$ cat src/rtl/reg_file_mp_if.sv
// rtl/reg_file_mp_if.sv - write, reserve and read bus bundle for reg_file_mp
interface reg_file_mp_if #(
    parameter int DATA_WIDTH = 32,
    parameter int ADDR_WIDTH = 5,
    parameter int NUM_READ   = 2
) ();
    logic                           WRITE1_ENABLE;
    logic [ADDR_WIDTH-1:0]          WRITE1_ADDRESS;
    logic [DATA_WIDTH-1:0]          WRITE1_DATA;
    logic                           WRITE2_ENABLE;
    logic [ADDR_WIDTH-1:0]          WRITE2_ADDRESS;
    logic [DATA_WIDTH-1:0]          WRITE2_DATA;
    logic                           RESERVE_ENABLE;
    logic [ADDR_WIDTH-1:0]          RESERVE_ADDRESS;
    logic [NUM_READ*ADDR_WIDTH-1:0] READ_ADDRESS;
    logic [NUM_READ*DATA_WIDTH-1:0] READ_DATA;
    logic [NUM_READ-1:0]            READ_BUSY;

    modport master (
        output WRITE1_ENABLE, WRITE1_ADDRESS, WRITE1_DATA,
        output WRITE2_ENABLE, WRITE2_ADDRESS, WRITE2_DATA,
        output RESERVE_ENABLE, RESERVE_ADDRESS, READ_ADDRESS,
        input  READ_DATA, READ_BUSY
    );

    modport slave (
        input  WRITE1_ENABLE, WRITE1_ADDRESS, WRITE1_DATA,
        input  WRITE2_ENABLE, WRITE2_ADDRESS, WRITE2_DATA,
        input  RESERVE_ENABLE, RESERVE_ADDRESS, READ_ADDRESS,
        output READ_DATA, READ_BUSY
    );
endinterface

$ cat src/rtl/reg_file_mp.sv
// rtl/reg_file_mp.sv - multi-port register file with busy scoreboard
// Optional same-cycle write-to-read forwarding when REG_FILE_BYPASS_EN is defined.
module reg_file_mp #(
    parameter int DATA_WIDTH = 32,
    parameter int ADDR_WIDTH = 5,
    parameter int NUM_READ   = 2,
    parameter int ZERO_REG   = 1
) (
    input  logic        CLK,
    input  logic        RESET,
    reg_file_mp_if.slave bus
);
    localparam int DEPTH = 2 ** ADDR_WIDTH;

    logic [DATA_WIDTH-1:0] regs_q [DEPTH];
    logic [DATA_WIDTH-1:0] regs_d [DEPTH];
    logic [DEPTH-1:0]      busy_q;
    logic [DEPTH-1:0]      busy_d;

    logic [ADDR_WIDTH-1:0] rd_addr [NUM_READ];
    logic [DATA_WIDTH-1:0] rd_data [NUM_READ];
    logic                  rd_busy [NUM_READ];

    logic w1_ok;
    logic w2_ok;
    logic rsv_ok;

    function automatic logic addr_writable(input logic [ADDR_WIDTH-1:0] a);
        return !((ZERO_REG != 0) && (a == '0));
    endfunction

    always_comb begin
        w1_ok  = bus.WRITE1_ENABLE  && addr_writable(bus.WRITE1_ADDRESS);
        w2_ok  = bus.WRITE2_ENABLE  && addr_writable(bus.WRITE2_ADDRESS);
        rsv_ok = bus.RESERVE_ENABLE && addr_writable(bus.RESERVE_ADDRESS);
    end

    // WRITE1 applied after WRITE2 so it wins a collision; reserve after clear so new issue wins.
    always_comb begin
        for (int i = 0; i < DEPTH; i++) begin
            regs_d[i] = regs_q[i];
        end
        busy_d = busy_q;
        if (w2_ok) begin
            regs_d[bus.WRITE2_ADDRESS] = bus.WRITE2_DATA;
            busy_d[bus.WRITE2_ADDRESS] = 1'b0;
        end
        if (w1_ok) begin
            regs_d[bus.WRITE1_ADDRESS] = bus.WRITE1_DATA;
        end
        if (rsv_ok) begin
            busy_d[bus.RESERVE_ADDRESS] = 1'b1;
        end
    end

    always_ff @(posedge CLK or negedge RESET) begin
        if (!RESET) begin
            for (int i = 0; i < DEPTH; i++) begin
                regs_q[i] <= '0;
            end
            busy_q <= '0;
        end else begin
            for (int i = 0; i < DEPTH; i++) begin
                regs_q[i] <= regs_d[i];
            end
            busy_q <= busy_d;
        end
    end

    always_comb begin
        for (int k = 0; k < NUM_READ; k++) begin
            rd_addr[k] = bus.READ_ADDRESS[k*ADDR_WIDTH +: ADDR_WIDTH];
            rd_data[k] = regs_q[rd_addr[k]];
            rd_busy[k] = busy_q[rd_addr[k]];
`ifdef REG_FILE_BYPASS_EN
            if (w2_ok && (bus.WRITE2_ADDRESS == rd_addr[k])) begin
                rd_data[k] = bus.WRITE2_DATA;
                if (!(rsv_ok && (bus.RESERVE_ADDRESS == rd_addr[k]))) begin
                    rd_busy[k] = 1'b0;
                end
            end
            if (w1_ok && (bus.WRITE1_ADDRESS == rd_addr[k])) begin
                rd_data[k] = bus.WRITE1_DATA;
            end
`endif
        end
    end

    // Outputs are forced low while reset is held so forwarded inputs cannot leak out.
    always_comb begin
        bus.READ_DATA = '0;
        bus.READ_BUSY = '0;
        for (int k = 0; k < NUM_READ; k++) begin
            bus.READ_DATA[k*DATA_WIDTH +: DATA_WIDTH] = RESET ? rd_data[k] : '0;
            bus.READ_BUSY[k]                          = RESET & rd_busy[k];
        end
    end
endmodule

$ cat src/flat_wrapper.sv
// flat-port wrapper written by rule: the top's interface ports become plain ports
module reg_file_mp_flat 
#(
    parameter int DATA_WIDTH = 32,
    parameter int ADDR_WIDTH = 5,
    parameter int NUM_READ   = 2,
    parameter int ZERO_REG   = 1
)
  (CLK, RESET, bus_WRITE1_ENABLE, bus_WRITE1_ADDRESS, bus_WRITE1_DATA, bus_WRITE2_ENABLE, bus_WRITE2_ADDRESS, bus_WRITE2_DATA, bus_RESERVE_ENABLE, bus_RESERVE_ADDRESS, bus_READ_ADDRESS, bus_READ_DATA, bus_READ_BUSY);
  reg_file_mp_if #(.DATA_WIDTH(DATA_WIDTH), .ADDR_WIDTH(ADDR_WIDTH), .NUM_READ(NUM_READ)) bus_i ();
  input  logic CLK;
  input  logic RESET;
  input wire logic [$bits(bus_i.WRITE1_ENABLE)-1:0] bus_WRITE1_ENABLE;
  input wire logic [$bits(bus_i.WRITE1_ADDRESS)-1:0] bus_WRITE1_ADDRESS;
  input wire logic [$bits(bus_i.WRITE1_DATA)-1:0] bus_WRITE1_DATA;
  input wire logic [$bits(bus_i.WRITE2_ENABLE)-1:0] bus_WRITE2_ENABLE;
  input wire logic [$bits(bus_i.WRITE2_ADDRESS)-1:0] bus_WRITE2_ADDRESS;
  input wire logic [$bits(bus_i.WRITE2_DATA)-1:0] bus_WRITE2_DATA;
  input wire logic [$bits(bus_i.RESERVE_ENABLE)-1:0] bus_RESERVE_ENABLE;
  input wire logic [$bits(bus_i.RESERVE_ADDRESS)-1:0] bus_RESERVE_ADDRESS;
  input wire logic [$bits(bus_i.READ_ADDRESS)-1:0] bus_READ_ADDRESS;
  output wire logic [$bits(bus_i.READ_DATA)-1:0] bus_READ_DATA;
  output wire logic [$bits(bus_i.READ_BUSY)-1:0] bus_READ_BUSY;
  assign bus_i.WRITE1_ENABLE = bus_WRITE1_ENABLE;
  assign bus_i.WRITE1_ADDRESS = bus_WRITE1_ADDRESS;
  assign bus_i.WRITE1_DATA = bus_WRITE1_DATA;
  assign bus_i.WRITE2_ENABLE = bus_WRITE2_ENABLE;
  assign bus_i.WRITE2_ADDRESS = bus_WRITE2_ADDRESS;
  assign bus_i.WRITE2_DATA = bus_WRITE2_DATA;
  assign bus_i.RESERVE_ENABLE = bus_RESERVE_ENABLE;
  assign bus_i.RESERVE_ADDRESS = bus_RESERVE_ADDRESS;
  assign bus_i.READ_ADDRESS = bus_READ_ADDRESS;
  assign bus_READ_DATA = bus_i.READ_DATA;
  assign bus_READ_BUSY = bus_i.READ_BUSY;
  reg_file_mp #(.DATA_WIDTH(DATA_WIDTH), .ADDR_WIDTH(ADDR_WIDTH), .NUM_READ(NUM_READ), .ZERO_REG(ZERO_REG)) u_core (.CLK(CLK), .RESET(RESET), .bus(bus_i));
endmodule
$ cat config.mk
export PLATFORM = sky130hd
export DESIGN_NAME = reg_file_mp_flat
export DESIGN_NICKNAME = d
export VERILOG_FILES = /design/src/rtl/reg_file_mp_if.sv /design/src/rtl/reg_file_mp.sv /design/src/flat_wrapper.sv
export SDC_FILE = /design/constraint.sdc
export NUM_CORES = 2
export LEC_CHECK = 0
export CAP_MARGIN = 20
export CORE_MARGIN = 1.5
export CORE_UTILIZATION = 57
export CTS_BUF_LIST = sky130_fd_sc_hd__clkbuf_4 sky130_fd_sc_hd__clkbuf_8 sky130_fd_sc_hd__clkbuf_16
export DETAILED_ROUTE_END_ITERATION = 16
export PLACE_DENSITY_LB_ADDON = 0.3
export REMOVE_ABC_BUFFERS = 1
export SKIP_LAST_GASP = 1
export SLEW_MARGIN = 5
export SYNTH_ARGS = -nofsm -noshare
export SYNTH_HDL_FRONTEND = slang
export SYNTH_SLANG_ARGS = --single-unit
export TNS_END_PERCENT = 1
$ cat constraint.sdc
create_clock -name CLK -period 2.7 [get_ports CLK]
set_clock_uncertainty 0.15 [all_clocks]
set_input_delay 0.54 -clock CLK [delete_from_list [all_inputs] [get_ports CLK]]
set_output_delay 0.54 -clock CLK [all_outputs]
set_load 0.05 [all_outputs]
**After elaboration in Yosys (flattened, before gate mapping)**

Index checks and enable logic that the tools add are counted.

- Muxes and demuxes: 26
- Bitwise gates (word level): 9
- Magnitude comparators: 12
- Reduce and logical (&&, ||, !) cells: 13

Operators by type and width:

| operator | number |
|---|---|
| $bwmux 1024 | 2 |
| $mux 1024 | 2 |
| $bmux 32 s5 | 2 |
| $demux 32 s5 | 2 |
| $mux 32 | 10 |
| $and 32x32->32 | 1 |
| $not 32->32 | 1 |
| $or 32x32->32 | 1 |
| $ge 6x6->1 const B | 4 |
| $lt 5x6->1 const B | 4 |
| $not 5->6 | 4 |
| $logic_not 5->1 | 3 |
| $lt 6x1->1 const B | 2 |
| $bmux 1 s5 | 2 |
| $demux 1 s5 | 2 |
| $ge 5x1->1 const B | 2 |
| $logic_and 1x1->1 | 7 |
| $mux 1 | 4 |
| $logic_not 1->1 | 3 |
| $and 1x1->1 | 2 |

- Output and inout bits: 66
- Flip-flop bits (word level): 1056

**Depth between registers and ports, before layout**

- Depth after elaboration: 9
- Mapped depth: 8

**Least setup slack after synthesis**

Ideal clock, no wire load.

- Kind: input-to-output
- Start: in bus_READ_ADDRESS[6]
- End: out bus_READ_DATA[61]
- Cell stages on the path: 8
- Arrival: 2603 ps
- Setup slack: -593 ps
- Buffers on the path: 4
- Required time: 2010 ps
- Path through: buf_2 -> buf_6 -> buf_4 -> nor2_1 -> clkbuf_1 -> a221oi_1 -> o21ai_0 -> a31oi_1

- Cells in the longest elaborated chain, start to end: 5

Ends and longest elaborated chain:

| item | RTL line | text |
|---|---|---|
| start: declaration | flat_wrapper.sv:21 | `input wire logic [$bits(bus_i.READ_ADDRESS)-1:0] bus_READ_ADDRESS;` |
| $not 5->6 (not written as such) | reg_file_mp.sv:73 | `rd_data[k] = regs_q[rd_addr[k]];` |
| $bmux 32 s5 | reg_file_mp.sv:73 |  |
| $mux 32 (not written as such) (2 in series) | reg_file_mp.sv:73 |  |
| $mux 32 | reg_file_mp.sv:94 | `bus.READ_DATA[k*DATA_WIDTH +: DATA_WIDTH] = RESET ? rd_data[k] : '0;` |
| end: declaration | flat_wrapper.sv:22 | `output wire logic [$bits(bus_i.READ_DATA)-1:0] bus_READ_DATA;` |

Every way passes these cells. The select of a mux whose other input is x is not followed.

**Final worst setup path**

- Start: in bus_READ_ADDRESS[2]
- End: out bus_READ_DATA[18]

The elaborated chain is that of the path after synthesis.

==> impl_metrics.py <==
metrics = {
    "outcome": {
        "status": "finished, violations left",
        "violations": "negative setup slack",
    },
    "clocking": {
        "root_buffer": "clkbuf_16",
        "cts_buffers": 115,
        "clk_path_buf_depth": 3,
        "h-tree-depth": 3,
        "clkSlewWorstSetupHoldPaths_ns": 0.06,
        "cts_tree": "yes",
        "cts_sinks": 1056,
        "insertion_delay_ns": 0.72,
    },
    "sta": {
        "hold_ws_ns": 0.0719,
        "hold_viol": 0,
        "rsz0062_at_grt": "true",
        "worst_slack_ns": -0.628,
        "finalSetupTns_ns": -34.01,
        "max_slew_margin_pct": 32.2,
        "fmax_mhz": 300,
        "slew_violations": 0,
        "finalCriticalPeriod_ns": 3.33,
        "fin_crit_sh_pct": 123,
        "setup-violations-final": 66,
        "max_slew.worst_pin.slew_ns": 1.02,
    },
    "floorplanning": {
        "die_y_um": 341,
        "fp-row-count": 123,
        "pin_count": 160,
        "die_x_um": 341,
        "core_um2": 113000,
        "initial_core_util_pct": 57.7,
        "die-area_um2": 116000,
    },
    "route": {
        "viasPerCell": 7.37,
        "ant_nets": 0,
        "drc": 0,
        "drt_wl_total_mm": 256,
        "drt_iter0_markers": 9422,
        "via_count": 58000,
        "firstDrtPassIters": 9,
        "wire_per_inst_um": 32.5,
    },
    "power_and_ir_drop": {
        "power_leakage_nw": 33.8,
        "total_power_mw": 55.9,
        "vdd_drop_max_mv": 0.660,
        "power_density_nw_per_um2": 707,
    },
    "logic_synthesis": {
        "synthCells": 6076,
        "yosysMostFrequentCell": "dfrtp_1",
        "synth_top_area_share_pct": 40.6,
        "yosysWarnings": 0,
        "synthArstFlopShare_pct": 100,
        "yosysTopAreaCell": "dfrtp_1",
        "yosys-top-cells-area": "dfrtp_1, mux4_2, mux2i_1",
        "seq_area_frac_synth_pct": 40.6,
        "synth_edf_count": 0,
        "syn_area_um2": 65100,
        "yosysUniqueCellTypes": 59,
        "synth_ff_type": "dfrtp_1",
        "ys_ff_latch": 1056,
        "yosys-top-cells-count": "dfrtp_1, mux2i_1, nor2_1, a21oi_1, clkbuf_1",
        "postSynthAreaPerCell_um2": 10.7,
    },
    "layout": {
        "syn_to_final_growth_pct": 21.6,
        "multi_input_area_um2": 36300,
        "drive_gt1_share_pct": 26.8,
        "fillers": 7702,
        "stdcell_count": 7871,
        "design_area_um2": 79100,
        "finish.utilization_pct": 70.1,
        "nets": 6372,
        "register_area_um2": 26400,
    },
    "global_routing": {
        "grt_max_degree": 78,
        "grt_pass1_vias": 57700,
        "grt_overflow": 0,
        "grt_pass1_wl_mm": 374,
        "antenna_found_initial": 5,
        "track_usage_pct": 43.3,
    },
    "place": {
        "gp_congestion": 0.991,
        "io_buffers": 159,
        "placed_area_um2": 73800,
        "placed_cells": 7612,
        "pre_cts_slack_ns": -0.703,
        "dpl.hpwl_mm": 163,
    },
    "worst_setup_path": {
        "timing_worst_setup_path_type": "input pin to output port",
        "arrival_ns": 2.64,
        "critPathMaxFanout": 28,
        "cp-start-kind": "input pin",
        "r2r_slack_ns": 1.59,
        "r2r_end": "u_core.regs_q[943]",
        "reg2reg_from": "u_core.regs_q[943]",
        "end_kind": "output port",
        "crit_required_ns": 2.01,
        "reg2reg_depth": 3,
    },
    "run": {
        "maxCapViolCount": 0,
    },
    "worst_hold_path": {
        "hp-class": "input pin to async pin",
    },
}
[power by group]
part           leakage, nW  total, mW  switching, mW  internal (mW)
Clock                 1.99       16.8           6.98           9.79
Combinational         19.0       15.5           7.08           8.46
Sequential            12.8       23.6           3.65           20.0
[registers in the layout, summed over array words and instances (netlist names)]
name,flops
u_core.busy_q,32
u_core.regs_q,1024
[routing by layer]
| metal | wire [um] | track usage (%) |
|---|---|---|
| met3 | 41100 | 17.6 |
| met4 | 19300 | 27.9 |
| met5 | 63 | 0.123 |
| met2 | 109000 | 61.8 |
| met1 | 86600 | 54.6 |
[cell families (layout without fill, tap and decap cells)]
logic type / after synthesis / in the layout / synth area share (%)
other: 0 / 4 / 0
muxes: 1522 / 1522 / 32.5
AOI/OAI and AO/OA: 1547 / 1547 / 14.3
DFF: 1056 / 1056 / 40.6
buffers and inverters: 778 / 1069 / 5.19
and+or+nand+nor: 1173 / 1173 / 7.37
[repair_timing]
| item | in CTS | in global routing |
|---|---|---|
| resized for setup | 84 | 62 |
| pin swaps | 8 | 9 |
| cloned | 0 | 3 |
| buffers inserted | 3 | 20 |
| hold buffers | 26 | 0 |
| setup endpoints to repair | 66 | 66 |
| endpoints found under the hold margin | 289 | 0 |
[layout by cell type (no fill, tap or decap), types with 12 or more instances in the layout]
master / netlist / routed
o21ai_1: 47 / 48
clkbuf_4: 0 / 22
clkbuf_8: 0 / 26
clkinv_2: 0 / 21
mux2_2: 132 / 118
mux2i_1: 928 / 928
buf_4: 66 / 455
clkbuf_16: 0 / 131
a22oi_1: 66 / 64
a32oi_1: 198 / 198
a221oi_1: 49 / 49
a31oi_2: 0 / 15
dlygate4sd3_1: 0 / 23
nor2_4: 4 / 24
o221ai_4: 0 / 12
o2111ai_1: 17 / 17
nand2_4: 0 / 19
o221ai_1: 66 / 29
a21oi_1: 769 / 769
nand2_1: 295 / 265
buf_12: 0 / 256
o221ai_2: 0 / 25
a31oi_1: 66 / 43
nor2_1: 784 / 776
dfrtp_1: 1056 / 1056
clkdlybuf4s50_1: 0 / 82
buf_16: 0 / 13
o21ai_0: 246 / 245
mux2_4: 0 / 14
mux4_2: 462 / 462
[critical path: stages]
cell and delay, ns:
buf_8 0.14, buf_12 0.23, buf_4 0.23, mux2i_1 0.09, a221oi_1 0.47, o21ai_0 0.19
a31oi_1 0.45, buf_12 0.20
[layout make-up]
cell class	count	area share, %
inverter	4	0.0253
clock inverter	41	0.633
timing repair buffer	859	13.3
clock buffer	165	4.36
sequential	1056	33.4
multi-input combinational	4242	45.9
antenna	4	0.0127
tap	1500	2.37
[worst max path at each step]
stage / start / to / slack (ns) / cells after the start
final: bus_READ_ADDRESS[2] / bus_READ_DATA[18] / -0.63 / 8
after global routing: u_core.regs_q[793] / bus_READ_DATA[57] / -0.58 / 5
after CTS: u_core.regs_q[782] / bus_READ_DATA[46] / -0.55 / 6
after detailed placement: bus_READ_ADDRESS[1] / bus_READ_DATA[3] / -0.70 / 8
after global placement: bus_READ_ADDRESS[1] / bus_READ_DATA[3] / -0.69 / 8
after floorplan: bus_WRITE2_ADDRESS[1] / u_core.regs_q[975] / -9.70 / 4
(Power assumes the default switching activity.)
